File: src/rtl/note_scheduler.sv
`default_nettype none
// ============================================================================
//  Module   : note_scheduler
//  Purpose  : Walks a song's note list in a synchronous ROM and issues one
//             load_new_note pulse per entry, holding each note for its beats.
//  Revision : 1.0  initial release
// ============================================================================
module note_scheduler #(
  parameter int INDEX_WIDTH = 5,
  parameter int SONG_WIDTH  = 2,
  parameter int DUR_WIDTH   = 6
) (
  input  logic                              clk,
  input  logic                              reset,
  input  logic                              play_enable,
  input  logic                              beat,
  input  logic [SONG_WIDTH-1:0]             song_select,
  output logic [SONG_WIDTH+INDEX_WIDTH-1:0] rom_addr,
  input  logic [15:0]                       rom_data,
  output logic [5:0]                        note_to_load,
  output logic [1:0]                        weight,
  output logic                              load_new_note,
  output logic                              song_done
);

  typedef enum logic [2:0] {
    ST_IDLE     = 3'd0,
    ST_FETCH    = 3'd1,
    ST_WAIT_ROM = 3'd2,
    ST_LOAD     = 3'd3,
    ST_PLAY     = 3'd4,
    ST_DONE     = 3'd5
  } state_t;

  localparam logic [INDEX_WIDTH-1:0] c_LAST_INDEX = {INDEX_WIDTH{1'b1}};
  localparam logic [INDEX_WIDTH-1:0] c_INDEX_ONE  = {{(INDEX_WIDTH-1){1'b0}}, 1'b1};
  localparam logic [DUR_WIDTH-1:0]   c_DUR_ONE    = {{(DUR_WIDTH-1){1'b0}}, 1'b1};

  state_t                 r_state;
  logic [INDEX_WIDTH-1:0] r_index;
  logic [DUR_WIDTH-1:0]   r_remaining;
  logic [SONG_WIDTH-1:0]  r_song_prev;

  logic                   w_song_change;
  logic [DUR_WIDTH-1:0]   w_duration;
  logic                   w_unused_rsvd;

  assign w_song_change = (song_select != r_song_prev);
  assign w_duration    = rom_data[4 +: DUR_WIDTH];
  assign w_unused_rsvd = ^rom_data[1:0];

  // rom_addr is loaded on the transition into FETCH so the ROM sees it during
  // FETCH and its data is ready in WAIT_ROM.
  always_ff @(posedge clk or posedge reset) begin
    if (reset) begin
      r_state       <= ST_IDLE;
      r_index       <= '0;
      r_remaining   <= '0;
      r_song_prev   <= '0;
      rom_addr      <= '0;
      note_to_load  <= '0;
      weight        <= '0;
      load_new_note <= 1'b0;
      song_done     <= 1'b0;
    end else begin
      r_song_prev   <= song_select;
      load_new_note <= 1'b0;
      if (w_song_change) begin
        r_index   <= '0;
        song_done <= 1'b0;
        if (play_enable) begin
          rom_addr <= {song_select, {INDEX_WIDTH{1'b0}}};
          r_state  <= ST_FETCH;
        end else begin
          r_state  <= ST_IDLE;
        end
      end else if (play_enable) begin
        case (r_state)
          ST_IDLE: begin
            rom_addr <= {song_select, r_index};
            r_state  <= ST_FETCH;
          end
          ST_FETCH: r_state <= ST_WAIT_ROM;
          ST_WAIT_ROM: begin
            if (w_duration == '0) begin
              song_done <= 1'b1;
              r_state   <= ST_DONE;
            end else begin
              r_remaining   <= w_duration;
              note_to_load  <= rom_data[15:10];
              weight        <= rom_data[3:2];
              load_new_note <= 1'b1;
              r_state       <= ST_LOAD;
            end
          end
          ST_LOAD: r_state <= ST_PLAY;
          ST_PLAY: begin
            if (beat) begin
              if (r_remaining == c_DUR_ONE) begin
                if (r_index == c_LAST_INDEX) begin
                  song_done <= 1'b1;
                  r_state   <= ST_DONE;
                end else begin
                  r_index  <= r_index + c_INDEX_ONE;
                  rom_addr <= {song_select, r_index + c_INDEX_ONE};
                  r_state  <= ST_FETCH;
                end
              end else begin
                r_remaining <= r_remaining - c_DUR_ONE;
              end
            end
          end
          ST_DONE: r_state <= ST_DONE;
          default: r_state <= ST_IDLE;
        endcase
      end
    end
  end

endmodule
`default_nettype wire

File: config.mk
export PLATFORM = sky130hd
export DESIGN_NAME = note_scheduler
export DESIGN_NICKNAME = d
export VERILOG_FILES = /design/src/rtl/note_scheduler.sv
export SDC_FILE = /design/constraint.sdc
export NUM_CORES = 1
export LEC_CHECK = 0
export CAP_MARGIN = 25
export CELL_PAD_IN_SITES_DETAIL_PLACEMENT = 1
export CELL_PAD_IN_SITES_GLOBAL_PLACEMENT = 2
export CORE_ASPECT_RATIO = 0.9
export CORE_UTILIZATION = 33
export CTS_BUF_LIST = sky130_fd_sc_hd__clkbuf_16
export CTS_CLUSTER_DIAMETER = 60
export DETAILED_ROUTE_END_ITERATION = 7
export PLACE_DENSITY_LB_ADDON = 0.1
export SLEW_MARGIN = 40
export SYNTH_ARGS = -nofsm -noshare
export SYNTH_HDL_FRONTEND = slang
export SYNTH_SLANG_ARGS = --single-unit
File: constraint.sdc
create_clock -name clk -period 6.5 [get_ports clk]
set_input_delay 1.3 -clock clk [delete_from_list [all_inputs] [get_ports clk]]
set_output_delay 1.3 -clock clk [all_outputs]
set_load 0.02 [all_outputs]
==> flow_summary.html, run 1 <==
<table>
<tr><th>Metric</th><th>Value</th></tr>
<tr><th colspan="2">Clock tree</th></tr>
<tr><td>Clk root buf</td><td>sky130_fd_sc_hd__clkbuf_16</td></tr>
<tr><td>Number of buffers between clock root and the deepest sink</td><td>2</td></tr>
<tr><td>TritonCTS clock tree</td><td>built</td></tr>
<tr><td>Number of hold-repair buffers added at the cts stage</td><td>0</td></tr>
<tr><td>Count of H-tree levels built during CTS</td><td>2</td></tr>
<tr><td>Number of buffers created by CTS</td><td>5</td></tr>
<tr><td>Clock slew at the register clock pins of the worst setup and hold paths</td><td>60 ps</td></tr>
<tr><td>Sink count of the clock tree</td><td>33</td></tr>
<tr><td>Setup bufs post-CTS</td><td>0</td></tr>
<tr><td>Resized cells post-CTS</td><td>0</td></tr>
<tr><td>Skew-Pair Late Insertion Delay</td><td>280 ps</td></tr>
<tr><th colspan="2">Logic synthesis</th></tr>
<tr><td>Count of cell types in the netlist</td><td>43</td></tr>
<tr><td>Async set-reset flop share out of synthesis</td><td>100%</td></tr>
<tr><td>Proportion of synthesized chip area in sequential cells</td><td>45.6%</td></tr>
<tr><td>Yosys warning count</td><td>0</td></tr>
<tr><td>Mapped cell area</td><td>1810 um2</td></tr>
<tr><td>Post-Syn Nets</td><td>207</td></tr>
<tr><td>Cell types with the largest area share after synthesis</td><td>sky130_fd_sc_hd__dfrtp_1, sky130_fd_sc_hd__mux2_2, sky130_fd_sc_hd__nand2_1</td></tr>
<tr><td>Prevailing post-synth register cell</td><td>sky130_fd_sc_hd__dfrtp_1</td></tr>
<tr><td>Area share of the largest cell type after synthesis</td><td>45.6%</td></tr>
<tr><td>Number of cells produced by synthesis</td><td>181</td></tr>
<tr><td>Library cell with the largest summed area after synthesis</td><td>sky130_fd_sc_hd__dfrtp_1</td></tr>
<tr><td>Number of enable flip-flop cells after synthesis</td><td>0</td></tr>
<tr><td>Synthesis-stage register bit count</td><td>33</td></tr>
<tr><td>Mean cell area of the mapped netlist</td><td>10.0 um2</td></tr>
<tr><th colspan="2">Worst setup path</th></tr>
<tr><td>Crit-path max FO</td><td>10</td></tr>
<tr><td>CP arrival</td><td>3510 ps</td></tr>
<tr><td>Critical setup path kind</td><td>in -&gt; reg</td></tr>
<tr><td>Worst Setup End Kind</td><td>flop</td></tr>
<tr><td>Worst Path Required</td><td>6660 ps</td></tr>
<tr><td>Sort of element at the start of the critical path</td><td>input port</td></tr>
<tr><td>Worst Reg2Reg Path Length in Cells</td><td>4</td></tr>
<tr><th colspan="2">STA</th></tr>
<tr><td>Final total negative setup slack</td><td>0 ps</td></tr>
<tr><td>Highest achievable clock rate</td><td>299 MHz</td></tr>
<tr><td>Count of final max-slew check failures</td><td>0</td></tr>
<tr><td>Final setup violating endpoints</td><td>0</td></tr>
<tr><td>Number of hold-slack violations in the final timing report</td><td>0</td></tr>
<tr><td>Worst relative slew slack</td><td>50.0%</td></tr>
<tr><td>Worst Clk Skew</td><td>4.73 ps</td></tr>
<tr><td>Setup slack after layout</td><td>3150 ps</td></tr>
<tr><td>Tightest Pin Transition</td><td>749 ps</td></tr>
<tr><td>Min Tclk post-route</td><td>3350 ps</td></tr>
<tr><td>Final period util</td><td>51.5%</td></tr>
<tr><td>RSZ-0062 raised after global routing</td><td>false</td></tr>
<tr><th colspan="2">Global routing</th></tr>
<tr><td>Global-route usage over all layers</td><td>19.0%</td></tr>
<tr><td>Total gr overflow</td><td>0</td></tr>
<tr><td>GR met2 Demand/Resource</td><td>29.7%</td></tr>
<tr><td>Global Route met3 Usage</td><td>5.03%</td></tr>
<tr><td>Initial antenna violation count</td><td>0</td></tr>
<tr><td>Via count of the first global-routing pass</td><td>1698</td></tr>
<tr><td>Global route hottest layer</td><td>met2</td></tr>
<tr><td>GRT met1 Usage</td><td>25.2%</td></tr>
<tr><td>Pin count of the biggest net entering global routing</td><td>34</td></tr>
<tr><td>Wire length of the first global-routing pass</td><td>8320 um</td></tr>
<tr><th colspan="2">Flow run</th></tr>
<tr><td>Max-cap check violation count</td><td>0</td></tr>
<tr><th colspan="2">Drt</th></tr>
<tr><td>Number of iterations in the first detailed-routing pass</td><td>4</td></tr>
<tr><td>Routed length per placed instance</td><td>17.2 um</td></tr>
<tr><td>DRC</td><td>0</td></tr>
<tr><td>Count of vias placed by the detailed router</td><td>1579</td></tr>
<tr><td>Starting DRC count in detailed routing</td><td>56</td></tr>
<tr><td>WL final</td><td>4950 um</td></tr>
<tr><td>Number of vias per cell</td><td>5.50</td></tr>
<tr><td>Post-route antenna net violation count</td><td>0</td></tr>
<tr><th colspan="2">Power and ir drop</th></tr>
<tr><td>P_leak</td><td>0.977 nW</td></tr>
<tr><td>Peak supply drop</td><td>0.000106 V</td></tr>
<tr><td>Cell Pwr Density</td><td>259 nW/um2</td></tr>
<tr><th colspan="2">Hold path</th></tr>
<tr><td>Path class of the lowest-slack min-delay path</td><td>reg -&gt; reg</td></tr>
<tr><td>Cell depth of the worst min-delay path</td><td>1</td></tr>
<tr><th colspan="2">Floorplan</th></tr>
<tr><td>Standard-cell rows</td><td>25</td></tr>
<tr><td>DIE AREA</td><td>5790 um2</td></tr>
<tr><td>Horiz. Die Dim</td><td>80.1 um</td></tr>
<tr><td>Die Ht</td><td>72.3 um</td></tr>
<tr><td>Total I/O pin count</td><td>39</td></tr>
<tr><td>Initial core utilization</td><td>34.5%</td></tr>
<tr><td>Core box area</td><td>5260 um2</td></tr>
<tr><th colspan="2">Place</th></tr>
<tr><td>GPL Wtd Cong</td><td>0.779</td></tr>
<tr><td>DP Worst Slack</td><td>2840 ps</td></tr>
<tr><td>DP Cell Count</td><td>279</td></tr>
<tr><td>Total half-perimeter wirelength after legalization and detailed placement</td><td>3650 um</td></tr>
<tr><td>Placement-stage cell area</td><td>2230 um2</td></tr>
<tr><td>Port buffer count</td><td>36</td></tr>
<tr><th colspan="2">Cells and area</th></tr>
<tr><td>Net count reported at finish</td><td>245</td></tr>
<tr><td>Diode count</td><td>0</td></tr>
<tr><td>Layout cell share with drive strength beyond 1</td><td>10.5%</td></tr>
<tr><td>Area added between synthesis and finish</td><td>31.8%</td></tr>
<tr><td>Final core utilization</td><td>45.4%</td></tr>
<tr><td>Count of non-filler cells in the finished layout</td><td>287</td></tr>
<tr><td>Layout Cell Area excl Fill</td><td>2390 um2</td></tr>
<tr><th colspan="2">Status</th></tr>
<tr><td>Result of the run</td><td>finished clean</td></tr>
</table>
cells in the final DEF, fill, tap and decap left out, types with 4 or more instances in the layout:
| cell type | n |
|---|---|
| sky130_fd_sc_hd__o211ai_1 | 4 |
| sky130_fd_sc_hd__nor2_1 | 9 |
| sky130_fd_sc_hd__ha_1 | 4 |
| sky130_fd_sc_hd__dfrtp_1 | 33 |
| sky130_fd_sc_hd__nand3b_1 | 4 |
| sky130_fd_sc_hd__a21oi_1 | 7 |
| sky130_fd_sc_hd__mux2_2 | 9 |
| sky130_fd_sc_hd__nor3_1 | 6 |
| sky130_fd_sc_hd__inv_1 | 9 |
| sky130_fd_sc_hd__or3_1 | 5 |
| sky130_fd_sc_hd__a32o_1 | 6 |
| sky130_fd_sc_hd__o21ai_0 | 7 |
| sky130_fd_sc_hd__clkdlybuf4s50_1 | 36 |
| sky130_fd_sc_hd__o2bb2ai_1 | 6 |
| sky130_fd_sc_hd__nand2_1 | 21 |
| sky130_fd_sc_hd__clkbuf_16 | 5 |
| sky130_fd_sc_hd__o221ai_1 | 4 |
worst paths after layout:
| check | from | end | slack, ps |
|---|---|---|---|
| worst max-delay path | play_enable | note_to_load[4] | 3150 |
| worst min-delay path | note_to_load[5] | note_to_load[5] | 510 |
| worst max register to register | r_state[1] | r_index[2] | 4010 |
| worst min register to register | note_to_load[5] | note_to_load[5] | 510 |
| max in group asynchronous | reset | r_index[2] | 4750 |
| min in group asynchronous | reset | note_to_load[0] | 1430 |
per-stage QoR:
stage	total power (W)	hold WS, ps
global route	0.000650	527
finish	0.000618	509
global placement	0.000382	486
detailed placement	0.000388	497
floorplan	0.000329	470
CTS	0.000624	510
flip-flops by register name, summed over array words and instances, names as in the netlist:
signal         flops
song_done          1
r_state            3
r_index            5
r_song_prev        2
rom_addr           7
r_remaining        6
weight             2
note_to_load       6
load_new_note      1
cell type report:
class | instances | area [um2]
clock buffers | 5 | 125
clock inverters | 3 | 22.5
fillers | 584 | 2870
inverters | 9 | 33.8
multi-input cells | 133 | 927
flip-flops and latches | 33 | 826
well taps | 67 | 83.8
repair buffers | 37 | 368
routing by layer:
layer	wire (um)	vias up
met2	2370	33
met3	195	6
li1	-	759
met5	0	-
met1	2320	781
met4	61	0
synth_stat cells, drive strengths merged, types with 2 or more instances:
cell,number
dfrtp,33
nand2,21
inv,9
mux2,9
nor2,9
o21ai,8
a21oi,7
nor3,7
a32o,6
o2bb2ai,6
clkbuf,5
or3,5
ha,4
nand3b,4
o211ai,4
o221ai,4
nand3,3
or4,3
xnor2,3
xor2,3
a221oi,2
a2bb2oi,2
and2,2
and3,2
nand2b,2
nor3b,2
nor4,2
nor4b,2
logic make-up (layout without fill, tap and decap cells):
group	after synthesis	count (layout)	synth area share (%)
adder cells (fa/ha/maj)	4	4	2.76
buffers and inverters	15	54	3.52
XOR/XNOR	6	6	2.90
AO/OA/AOI/OAI	48	48	20.1
flip-flops	33	33	45.6
AND/OR/NAND/NOR	66	66	19.5
multiplexers	9	9	5.60
critical path, stage by stage:
cell and delay [ps]:
sky130_fd_sc_hd__clkdlybuf4s50_1 690, sky130_fd_sc_hd__nand2b_1 180, sky130_fd_sc_hd__nor3_2 530, sky130_fd_sc_hd__nand2_1 420, sky130_fd_sc_hd__mux2_2 390
report_power, final:
part	switching (W)	leakage, nW	internal, W
logic	0.0000706	0.471	0.0000659
clock network	0.0000915	0.0621	0.000142
registers	0.0000220	0.444	0.000226
(Power assumes the default switching activity.)
==> run 2: changes to the inputs <==
CORE_UTILIZATION = 31   (was 33)
clock period = 3.45 ns   (was 6.5 ns; I/O delays follow)
==> flow_summary.html, run 2 (synthesized netlist as in run 1, its figures left out) <==
<table>
<tr><th>Metric</th><th>Value</th></tr>
<tr><th colspan="2">Hold path</th></tr>
<tr><td>Hold-critical path endpoint</td><td>note_to_load[2]</td></tr>
<tr><td>Cell depth of the worst min-delay path</td><td>1</td></tr>
<tr><td>Path class of the lowest-slack min-delay path</td><td>reg -&gt; reg</td></tr>
<tr><td>Hold Path Origin</td><td>note_to_load[2]</td></tr>
<tr><th colspan="2">Clock tree</th></tr>
<tr><td>TritonCTS clock tree</td><td>built</td></tr>
<tr><td>Number of buffers between clock root and the deepest sink</td><td>2</td></tr>
<tr><td>Number of buffers created by CTS</td><td>5</td></tr>
<tr><td>Clk root buf</td><td>sky130_fd_sc_hd__clkbuf_16</td></tr>
<tr><td>Setup bufs post-CTS</td><td>0</td></tr>
<tr><td>Count of H-tree levels built during CTS</td><td>2</td></tr>
<tr><td>Resized cells post-CTS</td><td>0</td></tr>
<tr><td>Clock slew at the register clock pins of the worst setup and hold paths</td><td>60 ps</td></tr>
<tr><td>Number of hold-repair buffers added at the cts stage</td><td>0</td></tr>
<tr><td>Skew-Pair Late Insertion Delay</td><td>280 ps</td></tr>
<tr><td>Sink count of the clock tree</td><td>33</td></tr>
<tr><th colspan="2">STA</th></tr>
<tr><td>Final setup violating endpoints</td><td>0</td></tr>
<tr><td>Min Tclk post-route</td><td>2740 ps</td></tr>
<tr><td>RSZ-0062 raised after global routing</td><td>false</td></tr>
<tr><td>Worst relative slew slack</td><td>49.7%</td></tr>
<tr><td>Final total negative setup slack</td><td>0 ps</td></tr>
<tr><td>Tightest Pin Transition</td><td>753 ps</td></tr>
<tr><td>Number of hold-slack violations in the final timing report</td><td>0</td></tr>
<tr><td>Count of final max-slew check failures</td><td>0</td></tr>
<tr><td>Worst Clk Skew</td><td>2.94 ps</td></tr>
<tr><td>Highest achievable clock rate</td><td>365 MHz</td></tr>
<tr><td>Worst slack on hold paths</td><td>511 ps</td></tr>
<tr><td>Final period util</td><td>79.4%</td></tr>
<tr><td>Setup slack after layout</td><td>711 ps</td></tr>
<tr><th colspan="2">Power and ir drop</th></tr>
<tr><td>Peak supply drop</td><td>0.000242 V</td></tr>
<tr><td>P_leak</td><td>0.993 nW</td></tr>
<tr><td>Cell Pwr Density</td><td>484 nW/um2</td></tr>
<tr><td>Total power</td><td>0.00116 W</td></tr>
<tr><th colspan="2">Worst setup path</th></tr>
<tr><td>Cell chain of the critical path</td><td>clkdlybuf4s50_1 &gt; or4_1 &gt; o311a_1 &gt; nand2_1 &gt; mux2_2</td></tr>
<tr><td>Count of buffering cells on the critical path with inverters included</td><td>1</td></tr>
<tr><td>Largest delay share family, worst path</td><td>simple AND/OR/NAND/NOR gates</td></tr>
<tr><td>Worst Reg2Reg Path Length in Cells</td><td>4</td></tr>
<tr><td>Worst Path Required</td><td>3610 ps</td></tr>
<tr><td>Crit-path max FO</td><td>9</td></tr>
<tr><td>Sort of element at the start of the critical path</td><td>input port</td></tr>
<tr><td>Reg2Reg Setup Slack</td><td>990 ps</td></tr>
<tr><td>Critical R2R Launch</td><td>r_state[1]</td></tr>
<tr><td>Slowest library cell on the worst path</td><td>sky130_fd_sc_hd__or4_1</td></tr>
<tr><td>CP arrival</td><td>2900 ps</td></tr>
<tr><td>Worst Setup End Kind</td><td>flop</td></tr>
<tr><td>Reg2Reg Capture Point</td><td>r_index[2]</td></tr>
<tr><td>Critical setup path kind</td><td>in -&gt; reg</td></tr>
<tr><td>Maximum single-stage delay on the critical path</td><td>610 ps</td></tr>
<tr><th colspan="2">Place</th></tr>
<tr><td>DP Worst Slack</td><td>412 ps</td></tr>
<tr><td>GPL Wtd Cong</td><td>0.750</td></tr>
<tr><td>Total half-perimeter wirelength after legalization and detailed placement</td><td>3760 um</td></tr>
<tr><td>Port buffer count</td><td>36</td></tr>
<tr><th colspan="2">Global routing</th></tr>
<tr><td>Initial antenna violation count</td><td>0</td></tr>
<tr><td>Pin count of the biggest net entering global routing</td><td>20</td></tr>
<tr><td>Global-route usage over all layers</td><td>18.2%</td></tr>
<tr><td>Wire length of the first global-routing pass</td><td>8250 um</td></tr>
<tr><td>Via count of the first global-routing pass</td><td>1619</td></tr>
<tr><td>Total gr overflow</td><td>0</td></tr>
<tr><th colspan="2">Floorplan</th></tr>
<tr><td>DIE AREA</td><td>6150 um2</td></tr>
<tr><td>Die Ht</td><td>74.5 um</td></tr>
<tr><td>Total I/O pin count</td><td>39</td></tr>
<tr><td>Horiz. Die Dim</td><td>82.6 um</td></tr>
<tr><td>Standard-cell rows</td><td>26</td></tr>
<tr><td>Core box area</td><td>5660 um2</td></tr>
<tr><td>Initial core utilization</td><td>32.0%</td></tr>
<tr><th colspan="2">Drt</th></tr>
<tr><td>WL final</td><td>5020 um</td></tr>
<tr><td>Routed length per placed instance</td><td>17.2 um</td></tr>
<tr><td>DRC</td><td>0</td></tr>
<tr><td>Starting DRC count in detailed routing</td><td>123</td></tr>
<tr><td>Post-route antenna net violation count</td><td>0</td></tr>
<tr><td>Count of vias placed by the detailed router</td><td>1605</td></tr>
<tr><td>Number of vias per cell</td><td>5.50</td></tr>
<tr><td>Number of iterations in the first detailed-routing pass</td><td>4</td></tr>
<tr><th colspan="2">Cells and area</th></tr>
<tr><td>Area added between synthesis and finish</td><td>32.2%</td></tr>
<tr><td>Diode count</td><td>0</td></tr>
<tr><td>Number of flip-flops under the largest register name</td><td>7</td></tr>
<tr><td>Highest-count cells in the layout ignoring fill and taps</td><td>sky130_fd_sc_hd__clkdlybuf4s50_1, sky130_fd_sc_hd__dfrtp_1, sky130_fd_sc_hd__nand2_1, sky130_fd_sc_hd__mux2_2, sky130_fd_sc_hd__nor2_1</td></tr>
<tr><td>Most frequent standard cell in the layout excluding fill and tap cells</td><td>sky130_fd_sc_hd__clkdlybuf4s50_1</td></tr>
<tr><td>Number of fill cells</td><td>640</td></tr>
<tr><td>Layout cell share with drive strength beyond 1</td><td>10.4%</td></tr>
<tr><td>Net count reported at finish</td><td>247</td></tr>
<tr><td>Biggest registers after layout</td><td>rom_addr (7), note_to_load (6), r_remaining (6)</td></tr>
<tr><td>Largest register by flop count</td><td>rom_addr</td></tr>
<tr><th colspan="2">Status</th></tr>
<tr><td>Result of the run</td><td>finished clean</td></tr>
<tr><th colspan="2">Flow run</th></tr>
<tr><td>Max-cap check violation count</td><td>0</td></tr>
</table>
[run 2: changes by cell type in the layout (fill, tap and decap cells not counted), sizes merged]
cell      before  now
clkinv         0    4
clkinvlp       3    0
buf            1    3
inv            9    8
[run 2: worst max path at each step]
stage	startpoint	endpoint	slack (ps)	cells after the start
after detailed placement	rom_data[8]	weight[0]	410	5
after global routing	rom_data[8]	note_to_load[5]	620	5
after floorplan	rom_data[8]	note_to_load[0]	1080	4
after CTS	rom_data[8]	note_to_load[5]	700	5
after global placement	rom_data[8]	weight[1]	470	5
final	rom_data[8]	weight[0]	710	5
[run 2: worst register-to-register path, stage by stage, from the launching register on]
cell and delay (ps):
sky130_fd_sc_hd__dfrtp_1 530, sky130_fd_sc_hd__or3b_1 720, sky130_fd_sc_hd__or4_4 670, sky130_fd_sc_hd__or3_1 320, sky130_fd_sc_hd__a21oi_1 140
[run 2: power breakdown]
| part | switching [W] | internal, W |
|---|---|---|
| clock network | 0.000168 | 0.000264 |
| logic | 0.000134 | 0.000125 |
| registers | 0.0000416 | 0.000427 |
| total | 0.000343 | 0.000816 |
[run 2: per-stage QoR]
| stage | cells | util (%) | area (um2) |
|---|---|---|---|
| global placement | 284 | 39.8 | 2250 |
| floorplan | 181 | - | 1810 |
| detailed placement | 284 | 39.8 | 2250 |
| finish | 292 | 42.3 | 2390 |
| CTS | 292 | 42.3 | 2390 |
| global route | 292 | 42.3 | 2390 |
[run 2: layout make-up]
cell class / count / area (um2) / share of cell area (%)
Clock buffer: 5 / 125 / 5.23
Tap cell: 70 / 87.6 / 3.66
Inverter: 9 / 33.8 / 1.41
Multi-Input combinational cell: 133 / 921 / 38.5
Sequential cell: 33 / 826 / 34.5
Clock inverter: 3 / 17.5 / 0.732
Timing Repair Buffer: 39 / 383 / 16.0
[run 2: routing by layer]
metal  track usage [%]  part of all wire, %  vias up
met5                 0                    0        -
met4              5.17                  1.2        0
met3              3.93                  3.6        7
met2              28.4                   47       33
met1              25.2                   48      803
li1                  -                    -      762
==> run 3: changes to the inputs <==
clock period = 2.8 ns   (was 3.45 ns; I/O delays follow)
==> flow_summary.html, run 3 (synthesized netlist as in run 1, its figures left out) <==
<table>
<tr><th>Metric</th><th>Value</th></tr>
<tr><th colspan="2">Status</th></tr>
<tr><td>Result of the run</td><td>finished clean</td></tr>
<tr><th colspan="2">STA</th></tr>
<tr><td>Worst relative slew slack</td><td>53.7%</td></tr>
<tr><td>Count of final max-slew check failures</td><td>0</td></tr>
<tr><td>Tightest Pin Transition</td><td>685 ps</td></tr>
<tr><td>RSZ-0062 raised after global routing</td><td>false</td></tr>
<tr><td>Min Tclk post-route</td><td>2480 ps</td></tr>
<tr><td>Highest achievable clock rate</td><td>403 MHz</td></tr>
<tr><td>Final setup violating endpoints</td><td>0</td></tr>
<tr><td>Worst Clk Skew</td><td>3.96 ps</td></tr>
<tr><td>Final total negative setup slack</td><td>0 ps</td></tr>
<tr><td>Number of hold-slack violations in the final timing report</td><td>0</td></tr>
<tr><td>Final period util</td><td>88.6%</td></tr>
<tr><td>Worst slack on hold paths</td><td>509 ps</td></tr>
<tr><th colspan="2">Cells and area</th></tr>
<tr><td>Net count reported at finish</td><td>254</td></tr>
<tr><td>Number of flip-flops under the largest register name</td><td>7</td></tr>
<tr><td>Highest-count cells in the layout ignoring fill and taps</td><td>sky130_fd_sc_hd__clkdlybuf4s50_1, sky130_fd_sc_hd__dfrtp_1, sky130_fd_sc_hd__nand2_1</td></tr>
<tr><td>Largest register by flop count</td><td>rom_addr</td></tr>
<tr><td>Most frequent standard cell in the layout excluding fill and tap cells</td><td>sky130_fd_sc_hd__clkdlybuf4s50_1</td></tr>
<tr><td>Biggest registers after layout</td><td>rom_addr (7), note_to_load (6), r_remaining (6)</td></tr>
<tr><td>Diode count</td><td>0</td></tr>
<tr><td>Layout cell share with drive strength beyond 1</td><td>13.6%</td></tr>
<tr><td>Area added between synthesis and finish</td><td>37.1%</td></tr>
<tr><th colspan="2">Drt</th></tr>
<tr><td>Count of vias placed by the detailed router</td><td>1632</td></tr>
<tr><td>Starting DRC count in detailed routing</td><td>105</td></tr>
<tr><td>Post-route antenna net violation count</td><td>0</td></tr>
<tr><td>Number of vias per cell</td><td>5.48</td></tr>
<tr><td>WL final</td><td>5190 um</td></tr>
<tr><td>Routed length per placed instance</td><td>17.4 um</td></tr>
<tr><td>Number of iterations in the first detailed-routing pass</td><td>4</td></tr>
<tr><td>DRC</td><td>0</td></tr>
<tr><th colspan="2">Clock tree</th></tr>
<tr><td>Number of buffers between clock root and the deepest sink</td><td>2</td></tr>
<tr><td>TritonCTS clock tree</td><td>built</td></tr>
<tr><td>Setup bufs post-CTS</td><td>0</td></tr>
<tr><td>Sink count of the clock tree</td><td>33</td></tr>
<tr><td>Clock slew at the register clock pins of the worst setup and hold paths</td><td>50 ps</td></tr>
<tr><td>Count of H-tree levels built during CTS</td><td>2</td></tr>
<tr><td>Number of hold-repair buffers added at the cts stage</td><td>0</td></tr>
<tr><td>Resized cells post-CTS</td><td>0</td></tr>
<tr><td>Clk root buf</td><td>sky130_fd_sc_hd__clkbuf_16</td></tr>
<tr><td>Number of buffers created by CTS</td><td>5</td></tr>
<tr><td>Skew-Pair Late Insertion Delay</td><td>270 ps</td></tr>
<tr><th colspan="2">Place</th></tr>
<tr><td>GPL Wtd Cong</td><td>0.750</td></tr>
<tr><td>Total half-perimeter wirelength after legalization and detailed placement</td><td>3750 um</td></tr>
<tr><td>Port buffer count</td><td>36</td></tr>
<tr><th colspan="2">Worst setup path</th></tr>
<tr><td>Maximum single-stage delay on the critical path</td><td>610 ps</td></tr>
<tr><td>Crit-path max FO</td><td>9</td></tr>
<tr><td>Slowest library cell on the worst path</td><td>sky130_fd_sc_hd__or4_1</td></tr>
<tr><td>Largest delay share family, worst path</td><td>simple AND/OR/NAND/NOR gates</td></tr>
<tr><td>Worst Setup End Kind</td><td>flop</td></tr>
<tr><td>Worst Path Required</td><td>2950 ps</td></tr>
<tr><td>Count of buffering cells on the critical path with inverters included</td><td>2</td></tr>
<tr><td>CP arrival</td><td>2640 ps</td></tr>
<tr><td>Sort of element at the start of the critical path</td><td>input port</td></tr>
<tr><td>Critical setup path kind</td><td>in -&gt; reg</td></tr>
<tr><td>Cell chain of the critical path</td><td>clkdlybuf4s50_1 &gt; or4_1 &gt; o311a_1 &gt; nand2_1 &gt; buf_12 &gt; mux2_2</td></tr>
<tr><th colspan="2">Floorplan</th></tr>
<tr><td>Horiz. Die Dim</td><td>82.6 um</td></tr>
<tr><td>Total I/O pin count</td><td>39</td></tr>
<tr><td>DIE AREA</td><td>6150 um2</td></tr>
<tr><td>Standard-cell rows</td><td>26</td></tr>
<tr><td>Die Ht</td><td>74.5 um</td></tr>
<tr><td>Core box area</td><td>5660 um2</td></tr>
<tr><td>Initial core utilization</td><td>32.0%</td></tr>
<tr><th colspan="2">Global routing</th></tr>
<tr><td>Total gr overflow</td><td>0</td></tr>
<tr><td>Initial antenna violation count</td><td>0</td></tr>
<tr><td>Pin count of the biggest net entering global routing</td><td>34</td></tr>
<tr><td>Wire length of the first global-routing pass</td><td>8530 um</td></tr>
<tr><td>Global-route usage over all layers</td><td>18.7%</td></tr>
<tr><td>Via count of the first global-routing pass</td><td>1710</td></tr>
<tr><th colspan="2">Power and ir drop</th></tr>
<tr><td>Sw power</td><td>0.000414 W</td></tr>
<tr><td>P_leak</td><td>1.04 nW</td></tr>
<tr><td>Cell Pwr Density</td><td>610 nW/um2</td></tr>
<tr><td>Clock network fraction of total power</td><td>40.3%</td></tr>
<tr><td>Peak supply drop</td><td>0.000376 V</td></tr>
<tr><td>Sequential share of power</td><td>38.2%</td></tr>
<tr><td>Total internal power</td><td>0.00110 W</td></tr>
<tr><td>Sw Share</td><td>27.3%</td></tr>
<tr><td>Fraction of power consumed by combinational cells</td><td>21.4%</td></tr>
<tr><th colspan="2">Hold path</th></tr>
<tr><td>Path class of the lowest-slack min-delay path</td><td>reg -&gt; reg</td></tr>
<tr><th colspan="2">Flow run</th></tr>
<tr><td>Max-cap check violation count</td><td>0</td></tr>
</table>
[run 3: area by class of cell]
type	count	area, um2
inverter	9	33.8
timing repair buffer	46	448
multi-input combinational	133	927
fill	650	3180
tap	70	87.6
clock buffer	5	125
sequential	33	826
clock inverter	2	35.0
[run 3: path summary, 6_finish.rpt]
check | to | cells after the start | slack, ps | from
worst max-delay path | note_to_load[5] | 6 | 320 | rom_data[8]
worst min-delay path | note_to_load[2] | 1 | 510 | note_to_load[2]
worst max register to register | rom_addr[0] | 7 | 460 | r_index[0]
worst min register to register | note_to_load[2] | 1 | 510 | note_to_load[2]
max in group asynchronous | r_state[2] | 3 | 1790 | reset
min in group asynchronous | r_remaining[5] | 3 | 700 | reset
[run 3: metrics by stage]
| step | instance area (um2) | total power, W | util (%) | instances | setup WS [ps] |
|---|---|---|---|---|---|
| detailed placement | 2320 | 0.000909 | 40.9 | 291 | 39.3 |
| CTS | 2480 | 0.00153 | 43.7 | 298 | 255 |
| finish | 2480 | 0.00151 | 43.9 | 298 | 319 |
| global placement | 2320 | 0.000900 | 40.9 | 291 | 83.2 |
| floorplan | 1810 | 0.000764 | - | 181 | 560 |
| global route | 2480 | 0.00159 | 43.9 | 298 | 286 |
[run 3: power groups by stage]
stage / sequential (W) / combinational (W) / clock, W
final: 0.000578 / 0.000324 / 0.000610
after global routing: 0.000586 / 0.000356 / 0.000647
after CTS: 0.000578 / 0.000326 / 0.000627
after detailed placement: 0.000585 / 0.000324 / 0
after global placement: 0.000579 / 0.000321 / 0
after floorplan: 0.000601 / 0.000162 / 0
[run 3: layer usage]
metal | wire length (um) | share of wire, % | GRT usage [%] | vias to the layer above
met5 | 0 | 0 | 0 | -
li1 | - | - | - | 777
met4 | 71 | 1.4 | 6.90 | 0
met2 | 2520 | 49 | 29.8 | 33
met1 | 2400 | 46 | 25.0 | 816
met3 | 194 | 3.7 | 3.93 | 6
[run 3: worst register-to-register path: stages (launching register included)]
cell                       delay (ps)
sky130_fd_sc_hd__dfrtp_1          430
sky130_fd_sc_hd__ha_1             260
sky130_fd_sc_hd__and3_1           200
sky130_fd_sc_hd__ha_1             210
sky130_fd_sc_hd__nor2_1           100
sky130_fd_sc_hd__a41oi_1          330
sky130_fd_sc_hd__nand3b_1         380
sky130_fd_sc_hd__a32o_1           310
==> RTL edit (config.mk and constraints of run 2) <==
Make the reset (`reset`) synchronous in one clocked block.
--- a/src/rtl/note_scheduler.sv
+++ b/src/rtl/note_scheduler.sv
@@ -53,3 +53,3 @@
   // FETCH and its data is ready in WAIT_ROM.
-  always_ff @(posedge clk or posedge reset) begin
+  always_ff @(posedge clk) begin
     if (reset) begin
Check against the original RTL: differs if reset is asserted again (counterexample within 4 cycles, from zero or initial values and one cycle with reset high); with reset held inactive, the same outputs for 10 cycles.
==> RTL edit against run 2 <==
Setup slack better by 0.31 ns. Register-to-register slack improved by 0.35 ns. Die area fell by 0.47%. Area after synthesis decreased by 0.48%. Cell area decreased by 1.1%. Critical path type unchanged. Critical path depth is the same. Wire length up 11%. Maximum frequency increased by 13%. Sequential cell count unchanged.
Power is not compared: it rests on default switching activity, and its combinational part moved more than twofold at a synthesized area within 25%.
==> RTL edit: results (changes against run 2) <==
Run status:
- The run finished with clean final reports.

Worst setup path:
- Among all stages on the critical path, the largest delay is contributed by sky130_fd_sc_hd__or4_4.
- The maximum fanout encountered on the critical timing path is 7 (-2).
- The data arrival at the endpoint of the critical path is 2.64 ns (-0.26 ns).
- The timing startpoint of the critical path is rom_data[6].
- The top cell family by delay on the critical path is compound AO/OA/AOI/OAI gates.

Synthesis:
- The sequential share of the synthesized area is 36.67% (-8.9 points).
- By count the netlist is led by 33 x sky130_fd_sc_hd__dfxtp_1, 16 x sky130_fd_sc_hd__a21oi_1, 16 x sky130_fd_sc_hd__nand2_1.
- The synthesized net count is 236 (+14%).
- The synthesized instance count is 210 (+16%).
- The number of unique standard cell types used by synthesis is 49 (+14%).
- The fraction of registers with async set/reset is 0% (-100 points).
- In the post-synthesis netlist, the biggest area contributors are sky130_fd_sc_hd__dfxtp_1 37%, sky130_fd_sc_hd__a21oi_1 4.4%, sky130_fd_sc_hd__nand3_1 3.3%.
- The top flip-flop cell by instance count after synthesis is sky130_fd_sc_hd__dfxtp_1.

Cells and area:
- The fraction of layout cells with a size suffix above 1 is 8.943% (-1.4 points).
- The net count of the finished layout is 271 (+9.7%).

Global route:
- The maximum number of pins on one net before global-route repair is 21 (+5.0%).
- The overall track demand over capacity in global routing came to 19.94% (+1.8 points).
- The global-route wire length before repair is 9080 µm (+10%).

Placed design:
- The placed cell count came to 305 (+7.4%).
- The routability congestion estimate from global placement came to 0.7775 (+3.6%).
- The setup slack at placement is 0.7334 ns (+0.3217 ns).
- The half-perimeter wire length after detailed placement came to 3997 µm (+6.3%).

STA:
- The max-slew headroom at the worst pin is 45.86% (-3.8 points).

Routing:
- The initial DRC count is 97 (-21%).
## RTL edit: cell types whose count changed after synthesis, sizes merged, moves of 6 or more
cell,before,now
dfrtp,33,0
dfxtp,0,33
a21oi,7,16
nand3,3,12
a32o,6,0
and3,2,8
## RTL edit: kinds of logic after synthesis
kind of cell               share of synthesized area (%)
and+or+nand+nor                                    24.44
AOI/OAI and AO/OA                                  24.79
DFF                                                36.67
buffers and inverters                              4.236
muxes                                              4.167
xor gates and xnor gates                           2.917
adders and majority gates                          2.778
## RTL edit: worst paths after layout
kind / endpoint / slack [ns]
setup reg to reg: rom_addr[6] / 1.34
setup / recovery: r_remaining[1] / 1.02
hold reg to reg: rom_addr[0] / 0.46
hold / removal: rom_addr[0] / 0.46
## RTL edit: layout make-up
| type | instances | area [µm²] |
|---|---|---|
| Clock buffer | 5 | 125.1 |
| Clock inverter | 3 | 12.51 |
| Timing Repair Buffer | 41 | 397.9 |
| Inverter | 6 | 22.52 |
| Multi-Input combinational cell | 158 | 1065 |
| Tap cell | 67 | 83.83 |
| Sequential cell | 33 | 660.6 |
| Fill cell | 644 | 3044 |
## RTL edit: power breakdown
group          switching [mW]  internal [mW]  leakage [nW]
registers             0.00414          0.386         0.267
logic                  0.0456         0.0411         0.484
clock network           0.170          0.261        0.0687
total                   0.219          0.688         0.820
## RTL edit: per-layer routing
metal / global-route usage [%] / up-vias / routed length, µm
li1: - / 851 / -
met1: 26.22 / 851 / 2695
met2: 32.78 / 48 / 2552
met3: 3.681 / 11 / 221
met4: 6.628 / 0 / 80
met5: 0 / - / 0
## RTL edit: worst reg2reg max path: stages (launching register included)
cell	delay, ns
sky130_fd_sc_hd__dfxtp_1	0.36
sky130_fd_sc_hd__ha_1	0.26
sky130_fd_sc_hd__and3_1	0.20
sky130_fd_sc_hd__ha_1	0.25
sky130_fd_sc_hd__o31ai_4	0.43
sky130_fd_sc_hd__a22o_4	0.19
sky130_fd_sc_hd__mux2_1	0.31
